<file path="src/rtl/instruction_fetch.sv">
// Single-outstanding-request instruction fetch unit: issues word fetches,
// buffers one instruction for decode, and handles redirects mid-flight.
module instruction_fetch #(
  parameter logic [31:0] RESET_PC = 32'h0000_0000
) (
  input  logic        clk,
  input  logic        reset,
  output logic        imem_req,
  output logic [31:0] imem_addr,
  input  logic        imem_ack,
  input  logic [31:0] imem_rdata,
  input  logic        redirect,
  input  logic [31:0] redirect_pc,
  output logic        if_valid,
  input  logic        if_ready,
  output logic [31:0] if_instr,
  output logic [31:0] if_pc
);

  localparam logic [1:0] IDLE  = 2'd0;
  localparam logic [1:0] FETCH = 2'd1;
  localparam logic [1:0] DRAIN = 2'd2;
  localparam logic [1:0] VALID = 2'd3;

  logic [1:0]  state;
  logic [31:0] pc;
  logic [31:0] req_addr;
  logic [31:0] target;

  assign target    = redirect_pc & 32'hFFFF_FFFC;
  assign imem_req  = (state == FETCH) || (state == DRAIN);
  assign imem_addr = req_addr;

  always_ff @(posedge clk) begin
    if (reset) begin
      state    <= IDLE;
      pc       <= RESET_PC;
      req_addr <= RESET_PC;
      if_valid <= 1'b0;
      if_instr <= 32'h0;
      if_pc    <= 32'h0;
    end else begin
      case (state)
        IDLE: begin
          state <= FETCH;
          if (redirect) begin
            pc       <= target;
            req_addr <= target;
          end else begin
            req_addr <= pc;
          end
        end
        FETCH: begin
          if (redirect) begin
            pc <= target;
            // With ack the bus is free: reissue at the target right away.
            if (imem_ack) req_addr <= target;
            else          state    <= DRAIN;
          end else if (imem_ack) begin
            if_instr <= imem_rdata;
            if_pc    <= req_addr;
            if_valid <= 1'b1;
            pc       <= req_addr + 32'd4;
            state    <= VALID;
          end
        end
        DRAIN: begin
          // A redirect coinciding with the drained ack still retires the
          // stale request; the newest target is fetched next.
          if (redirect) pc <= target;
          if (imem_ack) begin
            state    <= FETCH;
            req_addr <= redirect ? target : pc;
          end
        end
        VALID: begin
          if (redirect) begin
            if_valid <= 1'b0;
            pc       <= target;
            req_addr <= target;
            state    <= FETCH;
          end else if (if_ready) begin
            if_valid <= 1'b0;
            req_addr <= pc;
            state    <= FETCH;
          end
        end
        default: state <= IDLE;
      endcase
    end
  end

endmodule

</file>
<file path="config.mk">
export PLATFORM = sky130hd
export DESIGN_NAME = instruction_fetch
export DESIGN_NICKNAME = d
export VERILOG_FILES = /design/src/rtl/instruction_fetch.sv
export SDC_FILE = /design/constraint.sdc
export NUM_CORES = 1
export LEC_CHECK = 0
export ABC_CLOCK_PERIOD_IN_PS = 1850
export BUFFER_PORTS_ARGS = -buffer_cell sky130_fd_sc_hd__buf_2
export CAP_MARGIN = 30
export CORE_ASPECT_RATIO = 1.4
export CORE_MARGIN = 2
export CORE_UTILIZATION = 47
export CTS_CLUSTER_DIAMETER = 50
export DETAILED_ROUTE_END_ITERATION = 10
export GPL_ROUTABILITY_DRIVEN = 0
export MAX_ROUTING_LAYER = met4
export PLACE_DENSITY = 0.75
export SLEW_MARGIN = 15
export SYNTH_ARGS = -nofsm -noshare
export SYNTH_HDL_FRONTEND = slang
export SYNTH_SLANG_ARGS = --single-unit
export TNS_END_PERCENT = 50
</file>
<file path="constraint.sdc">
create_clock -name clk -period 1.85 [get_ports clk]
set_clock_uncertainty 0.15 [all_clocks]
set_input_delay 0.0925 -clock clk [delete_from_list [all_inputs] [get_ports clk]]
set_output_delay 0.0925 -clock clk [all_outputs]
set_load 0.02 [all_outputs]
</file>
==> flow_metrics.py <==
metrics = {
    "power": {
        "power_mw": 9.17,
        "cellLeakagePower_nw": 4.07,
        "ir_worst_vdd_mv": 0.782,
        "p_per_area_nw_per_um2": 927,
    },
    "grt": {
        "grt_first_pass_wirelength_microns": 32100,
        "track_usage": 0.304,
        "antenna_found_initial": 0,
        "grt_pass1_vias": 6504,
        "grt_max_degree": 58,
        "overflow": 0,
    },
    "routing": {
        "firstDrtPassIters": 6,
        "routed_via_density": 6.08,
        "num_vias": 7369,
        "drc": 0,
        "ant_nets": 0,
        "first_iter_violations": 673,
        "wl_microns": 25500,
        "wl_per_cell_microns": 21.0,
    },
    "timing": {
        "finalHoldViolCount": 0,
        "post-route-period-util": 1.10,
        "slew_headroom": 0.626,
        "tns_ns": -2.99,
        "setup_slack_ns": -0.189,
        "fmax_ghz": 0.490,
        "finalSetupViolCount": 49,
        "drv_slew": 0,
        "fin_crit_ns": 2.04,
        "hold_ws_ns": 0.109,
        "rsz0062_at_grt": "true",
        "worstMarginPinSlew_ns": 0.561,
    },
    "place": {
        "io_buffer_count": 164,
        "placed_cell_area_sq_um": 7450,
        "dp_cells": 1079,
        "hpwlAfterDp_microns": 12200,
    },
    "synth": {
        "syn-num-nets": 824,
        "synth_cell_types": 60,
        "syn_inst": 751,
        "synth-async-reset-ratio": 0,
        "ys_ff_latch": 131,
        "netlist_area_sq_um": 5990,
        "ys_top_cells_by_area": "dfxtp_1 44%, nand2_1 11%, a21oi_1 6.9%",
        "synthFlopType": "dfxtp_1",
        "synthTopCellsByCount": "179 x nand2_1, 131 x dfxtp_1, 82 x a21oi_1, 64 x nor2_1, 42 x clkbuf_1",
        "synth_top_area_frac": 0.438,
        "postSynthAreaPerCell_sq_um": 7.97,
        "synth_enable_flop_cells": 0,
        "yosysMostFrequentCell": "nand2_1",
        "synth_warnings": 0,
        "ys_seq_area_frac": 0.438,
        "post-synth-top-area-cell": "dfxtp_1",
    },
    "cells_and_area": {
        "fillers": 719,
        "final_cells": 1213,
        "stdcell_area_sq_um": 9890,
        "area_delta_synth_final_pct": 65.2,
        "drive_above_1_share": 0.414,
        "nNetsFinal": 1123,
        "num_antenna_cells": 0,
    },
    "setup_path": {
        "worst-path-max-fanout": 9,
        "ff2ff_setup_slack_ns": -0.19,
        "worstSetupStartpointType": "flip-flop",
        "critPathArrivalTime_ns": 2.20,
        "critPathKind": "flip-flop to flip-flop",
        "crit_chain": "buf_4, ha_4, and2_1, buf_4, nor2_1, a211oi_1, a21oi_1, nor2_1",
        "crit_path_max_incr_delay_ns": 0.38,
        "critPathSlowestCell": "dfxtp_4",
        "cp-end-kind": "flip-flop",
        "cp.required_ns": 2.01,
    },
    "flow_run": {
        "drv_cap": 0,
    },
    "floorplan": {
        "rows": 48,
        "die_h_microns": 138,
        "initial_core_util": 0.484,
        "pin_count": 167,
        "die_w_microns": 99.4,
        "core_sq_um": 12400,
        "dieArea_sq_um": 13700,
    },
    "clock_network": {
        "clk_latency_ns": 0.42,
        "clock_sinks": 131,
        "cts_tree": "done",
        "cts_made_buffers": 17,
        "htree_levels": 4,
        "clock_path_buffers": 2,
        "clockRootBuffer": "clkbuf_16",
        "clk_pin_slew_ns": 0.07,
    },
    "status": {
        "status": "finished with violations",
        "failed_checks": "setup timing",
    },
    "min_path": {
        "hp-class": "input port to flip-flop",
    },
}
-- per-stage QoR --
stage | utilization | worst slack, ns
3_5_place_dp | 0.602 | -0.0973
2_1_floorplan | - | -0.0413
6_report | 0.799 | -0.189
5_1_grt | 0.799 | -0.266
3_3_place_gp | 0.602 | -0.0486
4_1_cts | 0.735 | -0.0701
-- state kept, by name, summed over array words and instances, names as in the netlist --
| signal | count |
|---|---|
| if_instr | 32 |
| pc | 32 |
| state | 2 |
| if_valid | 1 |
| if_pc | 32 |
| imem_addr | 32 |
-- final cells by class --
class	instances	area [sq um]	area share
Tap cell	150	188	0.0190
Timing Repair Buffer	345	2770	0.280
Clock inverter	13	196	0.0199
Clock buffer	19	464	0.0469
Inverter	7	26.3	0.00266
Multi-Input combinational cell	548	3590	0.363
Sequential cell	131	2660	0.269
-- layout by cell type, fill, tap and decap left out, types with 6 or more instances in the layout --
cell type      instances
a21oi_1               79
xor2_1                 9
a2111oi_2             10
buf_12                17
buf_4                 75
nor2_2                11
nand3_1               17
nand4_1                6
nor2_1                40
clkbuf_16             26
dlygate4sd3_1         64
a311oi_1               8
a311oi_2              22
xnor2_1                9
dfxtp_1              109
nor2_4                13
nand2_1              178
buf_6                 17
dfxtp_2               17
o21ai_0               35
nor3_1                23
buf_2                163
-- layer usage --
metal	track usage	vias up	share of wire
met1	0.345	3473	0.36
met3	0.0497	151	0.084
met4	0.122	0	0.058
li1	-	3225	-
met5	-	-	0
met2	0.533	520	0.50
-- worst paths after layout --
kind / start / end / cells past startpoint
max: state[0] / pc[4] / 8
min: imem_ack / pc[31] / 4
max reg2reg: state[0] / pc[4] / 8
min reg2reg: if_pc[24] / if_pc[24] / 2
-- logic make-up after synthesis --
family,count (synthesis),synth area share
flops,131,0.438
mux,2,0.00334
buf+inv,72,0.0587
xor+xnor,23,0.0336
simple gates,332,0.250
compound gates,187,0.208
fa+ha+maj,4,0.00836
-- critical path, delay by kind of cell (launching register included) --
kind	cells	cell delay (ns)
and+or+nand+nor	3	0.52
AOI/OAI and AO/OA	2	0.33
DFF	1	0.38
buffers and inverters	2	0.36
adders and majority gates	1	0.17
-- where the power goes --
part | switching (mW) | internal [mW]
Clock | 1.41 | 2.40
Sequential | 0.185 | 3.02
Combinational | 1.18 | 0.977
-- timing repair --
action | 4_1_cts | 5_1_grt
endpoints found under the hold margin | 97 | 0
hold buffers | 64 | 0
setup endpoints to repair | 41 | 88
pin swaps | 21 | 62
setup buffers | 17 | 15
resized for setup | 24 | 115
cloned | 2 | 8
No activity file was read; power rests on OpenSTA's default activity.
